**src/rtl/fwd_pkg.sv**
```systemverilog
// Shared types and constants for the forwarding / load-use hazard unit.
// Latency: n/a (types, constants and a pure helper function only).
// Backpressure: n/a.
package fwd_pkg;

  // Container widths of a tracked entry; the top level zero-extends into them.
  localparam int FWD_RD_W  = 5;
  localparam int FWD_LAT_W = 4;

  localparam int FWD_SEL_RF = 0;
  localparam int LAT_ALU    = 1;
  localparam int LAT_LOAD   = 2;

  typedef struct packed {
    logic                 valid;
    logic [FWD_RD_W-1:0]  rd;
    logic [FWD_LAT_W-1:0] lat;
  } fwd_entry_t;

  // Clamp a requested result latency into [1, num_fwd].
  function automatic logic [FWD_LAT_W-1:0] fwd_clamp_lat(input int lat, input int num_fwd);
    int l;
    l = lat;
    if (l < 1) l = 1;
    if (l > num_fwd) l = num_fwd;
    return FWD_LAT_W'(l);
  endfunction

endpackage

```
**src/rtl/fwd_match.sv**
```systemverilog
// Youngest-producer search for one source operand across all tracked stages.
// Latency: 0 cycles (purely combinational).
// Backpressure: none; rdy_o low tells the top level the youngest match is not yet on a bus.
module fwd_match
  import fwd_pkg::*;
#(
  parameter int REG_AW  = 5,
  parameter int NUM_FWD = 2,
  parameter int SEL_W   = $clog2(NUM_FWD + 1)
) (
  input  logic [REG_AW-1:0]              rs_i,
  input  fwd_entry_t [NUM_FWD-1:0]       ent_i,
  output logic [SEL_W-1:0]               sel_o,
  output logic                           rdy_o
);

  logic [FWD_RD_W-1:0] rs_ext;

  // Scan oldest to youngest so the smallest matching stage is the one left standing.
  always_comb begin
    rs_ext = '0;
    rs_ext[REG_AW-1:0] = rs_i;
    sel_o = '0;
    rdy_o = 1'b1;
    for (int k = NUM_FWD; k >= 1; k--) begin
      if (ent_i[k-1].valid && (ent_i[k-1].rd == rs_ext) && (rs_ext != '0)) begin
        sel_o = SEL_W'(k);
        rdy_o = (int'(ent_i[k-1].lat) <= k);
      end
    end
  end

endmodule

```
**src/rtl/fwd_hazard_unit.sv**
```systemverilog
// Forwarding select and load-use stall generation over NUM_FWD tracked post-EX stages.
// Latency: fwd_sel/stall combinational (0 cycles); entry shift register updates on each clk edge.
// Backpressure: stall holds PC, IF/ID and ID/EX and injects a bubble; flush clears all stages.
// Optional feature macro: FWD_HAZARD_PERF_EN adds a saturating 32-bit stall counter output.
module fwd_hazard_unit
  import fwd_pkg::*;
#(
  parameter int REG_AW  = 5,
  parameter int NUM_SRC = 2,
  parameter int NUM_FWD = 2,
  parameter int SEL_W   = $clog2(NUM_FWD + 1)
) (
  input  logic                      clk,
  input  logic                      rst_n,
  input  logic                      ex_valid,
  input  logic                      ex_reg_write,
  input  logic [REG_AW-1:0]         ex_rd,
  input  logic [SEL_W-1:0]          ex_lat,
  input  logic [NUM_SRC*REG_AW-1:0] ex_rs,
  input  logic                      flush,
  output logic [NUM_SRC*SEL_W-1:0]  fwd_sel,
  output logic                      stall
`ifdef FWD_HAZARD_PERF_EN
  ,
  output logic [31:0]               stall_cnt
`endif
);

  fwd_entry_t [NUM_FWD-1:0] ent_q;
  fwd_entry_t [NUM_FWD-1:0] ent_d;
  fwd_entry_t               new_ent;
  logic [NUM_SRC-1:0]       src_rdy;

  genvar gi;
  generate
    for (gi = 0; gi < NUM_SRC; gi++) begin : g_src
      fwd_match #(
        .REG_AW  (REG_AW),
        .NUM_FWD (NUM_FWD),
        .SEL_W   (SEL_W)
      ) u_match (
        .rs_i  (ex_rs[gi*REG_AW +: REG_AW]),
        .ent_i (ent_q),
        .sel_o (fwd_sel[gi*SEL_W +: SEL_W]),
        .rdy_o (src_rdy[gi])
      );
    end
  endgenerate

  // A real instruction stalls while any operand's youngest producer is not yet ready.
  always_comb begin
    stall = ex_valid && !(&src_rdy);
  end

  // Build the ID/EX entry and the shifted stage vector; flush wipes everything, stall injects a bubble.
  always_comb begin
    new_ent = '0;
    new_ent.rd[REG_AW-1:0] = ex_rd;
    new_ent.lat   = fwd_clamp_lat(int'(ex_lat), NUM_FWD);
    new_ent.valid = ex_valid && ex_reg_write && (ex_rd != '0);
    ent_d = ent_q;
    ent_d[0] = (flush || stall) ? fwd_entry_t'('0) : new_ent;
    for (int k = 1; k < NUM_FWD; k++) begin
      ent_d[k] = flush ? fwd_entry_t'('0) : ent_q[k-1];
    end
  end

  // Stage shift register; the last stage simply falls off into the register file.
  always_ff @(posedge clk) begin
    if (!rst_n) begin
      ent_q <= '0;
    end else begin
      ent_q <= ent_d;
    end
  end

`ifdef FWD_HAZARD_PERF_EN
  logic [31:0] stall_cnt_q;
  logic [31:0] stall_cnt_d;

  // Count non-flushed stall cycles, holding at the top value.
  always_comb begin
    stall_cnt_d = stall_cnt_q;
    if (stall && !flush && (stall_cnt_q != 32'hFFFF_FFFF)) begin
      stall_cnt_d = stall_cnt_q + 32'd1;
    end
  end

  // Counter register.
  always_ff @(posedge clk) begin
    if (!rst_n) begin
      stall_cnt_q <= '0;
    end else begin
      stall_cnt_q <= stall_cnt_d;
    end
  end

  assign stall_cnt = stall_cnt_q;
`endif

endmodule

```
**config.mk**
```make
export PLATFORM = sky130hd
export DESIGN_NAME = fwd_hazard_unit
export DESIGN_NICKNAME = d
export VERILOG_FILES = /design/src/rtl/fwd_pkg.sv /design/src/rtl/fwd_match.sv /design/src/rtl/fwd_hazard_unit.sv
export SDC_FILE = /design/constraint.sdc
export NUM_CORES = 1
export LEC_CHECK = 0
export BUFFER_PORTS_ARGS = -buffer_cell sky130_fd_sc_hd__buf_2
export CORE_UTILIZATION = 48
export DETAILED_ROUTE_END_ITERATION = 6
export PLACE_DENSITY = 0.81
export REMOVE_ABC_BUFFERS = 1
export SYNTH_ARGS = -nofsm -noshare
export SYNTH_HDL_FRONTEND = slang
export SYNTH_SLANG_ARGS = --single-unit
export TNS_END_PERCENT = 5
```
**constraint.sdc**
```tcl
create_clock -name clk -period 1.85 [get_ports clk]
set_clock_uncertainty 0.15 [all_clocks]
set_input_delay 0.185 -clock clk [delete_from_list [all_inputs] [get_ports clk]]
set_output_delay 0.185 -clock clk [all_outputs]
set_load 0.01 [all_outputs]
```
# Yosys cells after proc, flatten, opt, wreduce, memory -nomap -nowiden
# Cells that the tools add are included.
# op_classes
n_addsub	0
n_mul	0
n_div	0
magnitude_cmp	4
eq_ne	4
n_shift	0
muxes	10
bitwise	1
reduce_logical	20
# op_table
op	count
$gt 32x3->1 const B	1
$eq 5x5->1	4
$reduce_bool 5->1	3
$mux 2	6
$logic_and 1x1->1	11
$le 4x1->1 const B	1
$le 4x2->1 const B	1
$mux 1	4
$reduce_or 2->1	2
$reduce_or 3->1	1
$lt 2x1->1 const B	1
$reduce_and 2->1	1
$logic_not 1->1	1
$logic_or 1x1->1	1
$not 1->1	1
# totals
ff_bits	20
latchBits	0
mem_bits_rw	0
rom_bits	0
inputBits	22
out_inout_bits	5
elab_cells	46
n_memories	0

# Depth between registers and ports, before layout
# Gate-level depths: netlist of the first run.
# logic_depth
word_depth	10
depth_mapped	5
mapped_depth_nobuf	5

# Cells and area by module
# Synthesis of the first run repeated with hierarchy kept, for this count alone.
# hier_totals
hier_cells	79
hier_area_um2	793.3
# modules_own_cells
module	n_inst	cells_each	area_per_inst_um2	seq_area_each_um2
fwd_hazard_unit	1	37	460.4	320.3
fwd_match	2	21	166.4	0.0

# Worst setup path before layout of the first run
# No wires, ideal clock.
# synth_path
kind	reg-to-output
start	reg ent_q[6] in the netlist's numbering
end	out stall
arrival_ps	1409
required_ps	1515
setup_slack_ps	106
stages_incl_launch_ff	6
n_path_buf	0
path_cell_list	dfxtp_1 xnor2_1 nand4_1 or3b_4 a21oi_4 or2_1
# synth_between
elab_chain_len	7
elab_cells_between_ends	11
classes_between	eq/ne: 2; mux: 2; reduce/logical: 7
# synth_rtl
item	line	rtl
start, declared	fwd_hazard_unit.sv:29	fwd_entry_t [NUM_FWD-1:0] ent_q;
start signal, assigned	fwd_hazard_unit.sv:73	ent_q <= ent_d;
$eq 5x5->1	fwd_match.sv:26	if (ent_i[k-1].valid && (ent_i[k-1].rd == rs_ext) && (rs_ext != '0)) begin
$logic_and 1x1->1 (2 in a row)	fwd_match.sv:26	
$mux 1	fwd_match.sv:26	
$reduce_and 2->1 (*)	fwd_hazard_unit.sv:52	stall = ex_valid && !(&src_rdy);
$logic_not 1->1 (*)	fwd_hazard_unit.sv:52	
$logic_and 1x1->1 (*)	fwd_hazard_unit.sv:52	
end, declared	fwd_hazard_unit.sv:22	output logic stall
# Every way passes the cells marked *; elsewhere a longest branch is shown, timed or not.

# Final worst setup path of the first run
# Ends and elaborated chain as after synthesis.

==> results.md, run 1 <==
- Power per Cell Area: 529.8 nW/um2
- Fillers: 120
- Pin count of the biggest net entering global routing: 10
- Sinks on Clock Net: 16
- Total GRT Usage: 19.73%
- Nets: 157
- Post-synth EDFFs: 0
- H-tree levels: 1
- Failing checks: DRC, setup timing
- FMAX: 0.4722 GHz
- Post-Route WL: 1932 um
- Final Instance Area: 1205 um2
- Clock root buffer: clkbuf_4
- Worst Hold Class: input port to flop
- Cells after DPL: 138
- Post-synth top flop: dfxtp_1
- RSZ-0062 raised after global routing: true
- Layout cell share with drive strength beyond 1: 42.11%
- Yosys top cell area share: 37.59%
- Clock tree buffer depth: 2
- Row count: 14
- DR WL/cell: 12.97 um
- Diode count: 0
- Pre-CTS WS: -0.007598 ns
- Async S/R FF share, synth: 0%
- Initial core utilization: 54.05%
- Fin cells: 149
- # setup viols final: 5
- Most frequent cells in the layout: buf_2, nand2_1, xnor2_1, dfxtp_1, and2_1
- Syn-to-layout area delta: 41.41%
- Drt initial violations: 3
- Fin worst setup slack: -0.2679 ns
- Port buffer count: 25
- Routed Antenna Nets: 0
- First-pass GRT wire length: 2766 um
- Ranking of synthesized cells by area: dfxtp_1, xnor2_1, xor2_1
- Register area share after synthesis: 37.59%
- First drt pass iteration count: 6
- Synth Register Bits: 16
- DIE WIDTH: 44.13 um
- Yosys warnings: 0
- Area of the multi-input gates: 561.8 um2
- Crit-path max FO: 3
- I/O pin count: 27
- Total CTS buffers: 3
- Leak: 0.5272 nW
- Initial antenna violation count: 0
- Seq. cell area: 330.3 um2
- Reg clk slew, reported paths: 0.08 ns
- Final Hold Viols: 0
- Synth Instances: 92
- Max-slew violations: 0
- Critical path class: flop to primary output
- Top reg by flops: ent_q
- Max reg flops: 16
- Area post-placement: 1039 um2
- Max-cap violations: 0
- Setup TNS: -0.7715 ns
- Yosys cell types: 24
- Slew HR: 79.80%
- DRC viols: 2
- Req. time, crit path: 1.51 ns
- Routability cong.: 0.7783
- Fin crit share: 114.5%
- Die area: 1947 um2
- Grt total ovfl: 0
- CTS tree: done
- Registers with the most flip-flops: ent_q x16
- Worst-Margin Slew: 0.3008 ns
- Startpoint Class: flop
- Core ar.: 1577 um2
- Most common cell after layout, fill and taps aside: buf_2
- HPWL after DPL: 1378 um
- Fin Hold WS: 0.06940 ns
- Vias: 768
- Status: finished, violations left
- Worst EP arrival: 1.78 ns
- Kind of end point of the critical path: primary output
- Clock period minus worst slack: 2.118 ns
- DIE HEIGHT: 44.13 um
- Mean area per synthesized cell: 9.262 um2
- VDD IR max: 0.0004385 V
- Number of global-route vias before repair: 699
- Clock Latency Late Sink: 0.27 ns
- Via/cell ratio: 5.154
- Syn Std Cell Area: 852.1 um2
- Synth area leader: dfxtp_1
-- final timing paths --
| check | start | to | slack (ns) | cells after the start |
|---|---|---|---|---|
| worst max-delay path | ent_q[6] | stall | -0.27 | 6 |
| worst max register to register | ent_q[6] | ent_q[0] | 0.10 | 7 |
| worst min-delay path | ex_reg_write | ent_q[9] | 0.07 | 3 |
| worst min register to register | ent_q[0] | ent_q[10] | 0.28 | 1 |
-- cells in the mapped netlist (2+ instances only) --
master and count:
dfxtp_1 16, nand2_1 13, xnor2_1 12, and2_1 9, nor3_1 8, xor2_1 8
inv_1 4, a21oi_4 2, nand4_1 2, nor2_1 2, o2111ai_2 2, or3b_4 2
-- critical path: stages (launching register included) --
cell     delay, ns
dfxtp_2       0.35
xnor2_1       0.16
nand4_1       0.17
or3b_4        0.45
a21oi_4       0.14
or2_1         0.12
buf_2         0.13
-- routing by layer --
metal | GRT usage (%) | vias to the layer above | wire length (um)
met5 | 0 | - | 0
met1 | 21.74 | 349 | 778
met4 | 12.12 | 0 | 14
li1 | - | 392 | -
met3 | 2.449 | 2 | 75
met2 | 35.59 | 25 | 1064
-- layout make-up --
class	count	area share [%]
inverter	4	1.246
timing repair buffer	39	21.18
tap	16	1.661
clock buffer	3	1.869
sequential	16	27.41
multi-input combinational	71	46.62
-- report_power, final --
part	internal, W	switching, W
Sequential	0.000354	0.00000891
Combinational	0.0000598	0.0000501
Clock	0.0000753	0.0000906
Total	0.000489	0.000150
-- through the flow --
stage,power (W),util (%)
floorplan,0.0004133,-
global placement,0.0004531,65.87
detailed placement,0.0004571,65.87
CTS,0.0006366,73.73
global route,0.0006714,76.43
finish,0.0006384,76.43
-- cells by family (layout without fill, tap and decap cells) --
family / count (synthesis) / count (layout) / synth area share (%)
and+or+nand+nor: 44 / 44 / 29.81
xor gates and xnor gates: 20 / 20 / 20.56
DFF: 16 / 16 / 37.59
AOI/OAI and AO/OA: 7 / 7 / 9.838
buffers and inverters: 5 / 46 / 2.202
-- what timing repair did --
item,4_1_cts,5_1_grt
endpoints found under the hold margin,6,1
setup endpoints to repair,5,6
buffers inserted,2,0
resized for setup,11,5
hold buffers,5,1
pin swaps,9,6
gates cloned,0,0
(Power assumes the default switching activity.)
==> run 2: changes to the inputs <==
==> constraint.sdc (replaced) <==
create_clock -name clk -period 2.4 [get_ports clk]
set_clock_uncertainty 0.15 [all_clocks]
set_input_delay 0.24 -clock clk [delete_from_list [all_inputs] [get_ports clk]]
set_output_delay 0.24 -clock clk [all_outputs]
set_load 0.01 [all_outputs]
==> run 2 against run 1 <==
The run ends with DRC left. Critical path depth unchanged. Non-clock buffer count down 9. Cell area down 12%. Sequential share of layout area up 2.9 points. Count of clock-buffer cells in the layout unchanged. Via count down 8.5%. Clock power down 20%. Sequential cell count unchanged. Sequential power down 23%. Global-route usage down 2.0 points. Largest cell class unchanged. Highest routed layer unchanged.
==> results.md, run 2 (synthesis results as in run 1) <==
- Status: finished, violations left
- Failing checks: DRC
- Via/cell ratio: 5.021 (-2.6%)
- Fillers: 134 (+12%)
- CTS tree: done
- Worst-Margin Slew: 0.4647 ns (+0.1639 ns)
- Slowest stage delay, CP: 0.45 ns (about the same)
- Pin count of the biggest net entering global routing: 10 (unchanged)
- Slowest-stage cell, CP: or3b_4
- Fin worst setup slack: 0.1658 ns (+0.4337 ns)
- Registers with the most flip-flops: ent_q x16
- Crit-path cells: xnor2_1, nand4_1, or3b_4, a21oi_4, or2_1, buf_2
- Kind of end point of the critical path: primary output
- DIE WIDTH: 44.13 um (unchanged)
- Routability cong.: 0.7756 (-0.35%)
- Post-cts resize count: 0 (-11)
- Post-Route WL: 1582 um (-18%)
- Req. time, crit path: 2.01 ns (+0.50 ns)
- I/O pin count: 27 (unchanged)
- Critical path class: flop to primary output
- Layout cell share with drive strength beyond 1: 33.06% (-9.0 points)
- Cells after DPL: 134 (-2.9%)
- Diode count: 0 (unchanged)
- Clock tree buffer depth: 2 (unchanged)
- DIE HEIGHT: 44.13 um (unchanged)
- Max reg flops: 16 (unchanged)
- VDD IR max: 0.0003221 V (-27%)
- Die area: 1947 um2 (unchanged)
- Crit-path max FO: 3 (unchanged)
- Drt initial violations: 5 (+2)
- Cell class contributing the biggest share of worst-path delay: simple AND/OR/NAND/NOR gates
- Total GRT Usage: 17.74% (-2.0 points)
- Vias: 703 (-8.5%)
- Top reg by flops: ent_q
- Cell Int Power: 0.0003664 W (-25%)
- Slew HR: 68.95% (-11 points)
- Setup TNS: 0 ns (+0.7715 ns)
- Clock power share: 27.6% (+1.6 points)
- First-pass GRT wire length: 2490 um (-10%)
- Clock Latency Late Sink: 0.27 ns (about the same)
- Core ar.: 1577 um2 (unchanged)
- Row count: 14 (unchanged)
- Clock period minus worst slack: 2.234 ns
- Fin cells: 140 (-6.0%)
- Number of global-route vias before repair: 630 (-9.9%)
- Max-cap violations: 0 (unchanged)
- Crit path from: ent_q[8]
- RR Startpoint: ent_q[8]
- First drt pass iteration count: 5 (-1)
- Worst R2R Path Depth: 6 (-1)
- Sinks on Clock Net: 16 (unchanged)
- Leak: 0.4756 nW (-9.8%)
- DR WL/cell: 11.30 um (-13%)
- FMAX: 0.4476 GHz
- DRC viols: 2 (unchanged)
- Total CTS buffers: 3 (unchanged)
- Reg clk slew, reported paths: 0.08 ns (about the same)
- Worst Hold Class: input port to flop
- Pre-CTS WS: 0.3601 ns (+0.3677 ns)
- Combinational share of power: 14.0% (-3.2 points)
- R2r setup slk: 0.62 ns (+0.52 ns)
- Port buffer count: 25 (unchanged)
- HPWL after DPL: 1299 um (-5.8%)
- Initial core utilization: 54.05% (unchanged)
- Routed Antenna Nets: 0 (unchanged)
- Final Hold Viols: 0 (unchanged)
- CP Capture Point: stall
- Power per Cell Area: 452.2 nW/um2 (-15%)
- Max-slew violations: 0 (unchanged)
- Clock root buffer: clkbuf_4
- Grt total ovfl: 0 (unchanged)
- # setup viols final: 0 (-5)
- Nets: 148 (-5.7%)
- Crit. path cell count: 6 (unchanged)
- Most common cell after layout, fill and taps aside: buf_2
- Syn-to-layout area delta: 23.94%
- Switching Share: 23.27% (-0.18 points)
- R2r endpoint: ent_q[6]
- WHS Path Cells: 3 (unchanged)
- Startpoint Class: flop
- Worst Path Buf+Inv: 1 (unchanged)
- Flop pwr share: 58.4% (+1.6 points)
- Most frequent cells in the layout: buf_2, dfxtp_1, nand2_1
- RSZ-0062 raised after global routing: false
- Sw power: 0.0001111 W (-26%)
- Worst EP arrival: 1.84 ns (+0.06 ns)
- Fin crit share: 93.09%
- H-tree levels: 1 (unchanged)
- Initial antenna violation count: 0 (unchanged)
## run 2: worst min-delay path by stage
stage	from	end	slack, ns
finish	ex_rd[0]	ent_q[4]	0.03
global route	ex_rd[4]	ent_q[8]	0.04
CTS	ex_rd[0]	ent_q[4]	0.03
detailed placement	ent_q[0]	ent_q[10]	0.27
global placement	ent_q[0]	ent_q[10]	0.26
floorplan	ex_lat[1]	ent_q[0]	0.16
## run 2: what timing repair did
| action | in CTS | in global routing |
|---|---|---|
| endpoints found under the hold margin | 1 | 0 |
| endpoints found under the setup margin | 0 | 1 |
| hold buffers | 1 | 0 |
| buffers inserted | 0 | 2 |
## run 2: layout make-up
cell class | instances | area [um2] | area share (%)
clock buffers | 3 | 22.52 | 2.133
well taps | 16 | 20.02 | 1.896
inverters | 4 | 15.01 | 1.422
flip-flops and latches | 16 | 320.3 | 30.33
multi-input cells | 71 | 513.0 | 48.58
repair buffers | 30 | 165.2 | 15.64
## run 2: per-stage QoR
stage               total power, W  instance area (um2)  util [%]  hold WS, ns
detailed placement       0.0003507                 1008     63.97       0.2667
CTS                      0.0004787                 1041     66.03      0.03209
global route             0.0005009                 1056     66.98      0.03597
floorplan                0.0003186                848.3         -       0.1614
finish                   0.0004775                 1056     66.98      0.03306
global placement         0.0003481                 1008     63.97       0.2611
## run 2: worst reg2reg max path: cells and delay by family, from the launching register on
kind                   cells  cell delay [ns]
AND/OR/NAND/NOR            3             0.66
flip-flops                 1             0.40
AO/OA/AOI/OAI              1             0.18
buffers and inverters      1             0.15
XOR/XNOR                   1             0.14
## run 2: per-layer routing
metal  vias up  routed length [um]  global-route usage, %
met3         2                  69                  2.449
met4         0                  14                  9.091
met2        21                 767                  30.88
met1       304                 730                  21.12
met5         -                   0                      0
li1        376                   -                      -
## run 2: power by group through the flow
stage	Combinational, W	Sequential, W	Clock [W]
finish	0.0000668	0.000279	0.000132
global route	0.0000745	0.000280	0.000147
CTS	0.0000673	0.000279	0.000133
detailed placement	0.0000657	0.000285	0
global placement	0.0000633	0.000285	0
floorplan	0.0000351	0.000283	0
==> run 3: changes to the inputs <==
--- a/config.mk
+++ b/config.mk
@@ -6,6 +6,7 @@
 export NUM_CORES = 1
 export LEC_CHECK = 0
 export BUFFER_PORTS_ARGS = -buffer_cell sky130_fd_sc_hd__buf_2
+export CORE_MARGIN = 2
 export CORE_UTILIZATION = 48
 export DETAILED_ROUTE_END_ITERATION = 6
 export PLACE_DENSITY = 0.81
==> run 3 against run 2 <==
The flow now finishes without violations. First-iteration DRC count grew 20%. Via count grew 2.6%. Sequential power is essentially flat. Clock power grew 30%. Hold slack lost 0.0059 ns. Sequential cell count is the same. Power grew 8.6%. Critical path type unchanged.
==> results.md, run 3 (synthesis results as in run 1) <==
- Via/cell ratio: 5.077 (+1.1%)
- Nets: 148 (unchanged)
- Die area: 2128 um2 (+9.3%)
- RR Startpoint: ent_q[8]
- Setup TNS: 0 ns (unchanged)
- Post-Route WL: 1628 um (+2.9%)
- Drt initial violations: 6 (+1)
- Clock root buffer: clkbuf_4
- H-tree levels: 1 (unchanged)
- Port buffer count: 25 (unchanged)
- Most frequent cells in the layout: buf_2, dfxtp_1, nand2_1
- First-pass GRT wire length: 2463 um (-1.1%)
- Most common cell after layout, fill and taps aside: buf_2
- Util after Layout: 63.41% (-3.6 points)
- Kind of end point of the critical path: primary output
- Crit path from: ent_q[8]
- Row count: 15 (+1)
- Slew HR: 66.55% (-2.4 points)
- Fin cells: 142 (+1.4%)
- Final Instance Area: 1071 um2 (+1.4%)
- CTS tree: done
- Status: finished clean
- Worst-Margin Slew: 0.5007 ns (+0.03598 ns)
- Max-slew violations: 0 (unchanged)
- Max reg flops: 16 (unchanged)
- Fin crit share: 94.45% (+1.4 points)
- DIE WIDTH: 46.13 um (+4.5%)
- Worst Hold Class: input port to flop
- Total CTS buffers: 3 (unchanged)
- Cell Int Power: 0.0004006 W (+9.3%)
- Reg clk slew, reported paths: 0.09 ns (about the same)
- Top reg by flops: ent_q
- DIE HEIGHT: 46.13 um (+4.5%)
- Clock power share: 33.2% (+5.6 points)
- Syn-to-layout area delta: 25.70%
- Critical path class: flop to primary output
- Power per Cell Area: 483.9 nW/um2 (+7.0%)
- R2r setup slk: 0.59 ns (-0.03 ns)
- Sinks on Clock Net: 16 (unchanged)
- Leak: 0.4828 nW (+1.5%)
- Registers with the most flip-flops: ent_q x16
- Number of global-route vias before repair: 617 (-2.1%)
- Max-cap violations: 0 (unchanged)
- Grt total ovfl: 0 (unchanged)
- HP Start: ex_rd[4]
- Layout cell share with drive strength beyond 1: 33.60% (+0.54 points)
- Clock tree buffer depth: 2 (unchanged)
- Diode count: 0 (unchanged)
- Crit-path max FO: 4 (+1)
- Pin count of the biggest net entering global routing: 10 (unchanged)
- Combinational share of power: 13.1% (-0.9 points)
- Startpoint Class: flop
- Vias: 721 (+2.6%)
- Area post-placement: 1010 um2 (+0.12%)
- Req. time, crit path: 2.01 ns (about the same)
- Clock Latency Late Sink: 0.28 ns (about the same)
- Clock period minus worst slack: 2.267 ns (+0.03270 ns)
- Routability cong.: 0.8521 (+9.9%)
- DRC viols: 0 (-2)
- Post-cts resize count: 0 (unchanged)
- VDD IR max: 0.0003153 V (-2.1%)
- Initial core utilization: 50.44% (-3.6 points)
- FMAX: 0.4411 GHz (-1.4%)
- Initial antenna violation count: 0 (unchanged)
- Flop pwr share: 53.8% (-4.6 points)
- DR WL/cell: 11.46 um (+1.5%)
- HPWL after DPL: 1316 um (+1.3%)
- I/O pin count: 27 (unchanged)
- Final Hold Viols: 0 (unchanged)
- Worst EP arrival: 1.88 ns (+0.04 ns)
- Switching Share: 22.72% (-0.55 points)
- Cells after DPL: 135 (+0.75%)
- Total GRT Usage: 16.64% (-1.1 points)
- RSZ-0062 raised after global routing: false
- # setup viols final: 0 (unchanged)
- First drt pass iteration count: 4 (-1)
- Core ar.: 1689 um2 (+7.1%)
- Sw power: 0.0001178 W (+6.0%)
- Routed Antenna Nets: 0 (unchanged)
-- run 3: cell count changes in the layout (fill, tap and decap cells not counted) --
cell,before,now
clkbuf_8,0,1
-- run 3: cell type report --
type	count	area (um2)
fill	144	618.1
multi-input combinational	71	513.0
sequential	16	320.3
timing repair buffer	30	165.2
clock buffer	4	36.28
tap	17	21.27
inverter	4	15.01
-- run 3: through the flow --
stage | worst slack [ns] | hold slack (ns) | power, W
2_1_floorplan | 0.6007 | 0.1614 | 0.0003186
3_3_place_gp | 0.4174 | 0.2627 | 0.0003484
3_5_place_dp | 0.3229 | 0.2652 | 0.0003516
4_1_cts | 0.02964 | 0.01967 | 0.0005243
5_1_grt | 0.03621 | 0.02013 | 0.0005474
6_report | 0.1331 | 0.02719 | 0.0005183
-- run 3: worst max-delay path, stage by stage (launching register included) --
cell,delay (ns)
dfxtp_1,0.39
xnor2_1,0.15
nand4_1,0.18
or3b_4,0.44
a21oi_4,0.19
or2_1,0.12
buf_2,0.12
-- run 3: final timing paths --
kind | end | cells past startpoint
worst max register to register | ent_q[6] | 6
worst min register to register | ent_q[10] | 1
worst min-delay path | ent_q[8] | 3
worst max-delay path | stall | 6
-- run 3: what timing repair did --
item	CTS	global route
endpoints found under the setup margin	0	1
hold buffers	1	0
endpoints found under the hold margin	1	0
buffers inserted	0	2
-- run 3: power groups by stage --
stage                logic, W  clock network [W]  registers [W]
floorplan           0.0000351                  0       0.000283
global placement    0.0000636                  0       0.000285
detailed placement  0.0000667                  0       0.000285
CTS                 0.0000683           0.000177       0.000279
global route        0.0000747           0.000193       0.000280
finish              0.0000677           0.000172       0.000279
-- run 3: layer usage --
metal	global-route usage, %	vias up	wire length (um)
met1	19.37	315	730
met3	3.529	4	74
met2	28.33	24	796
met4	8.571	0	26
li1	-	378	-
met5	0	-	0
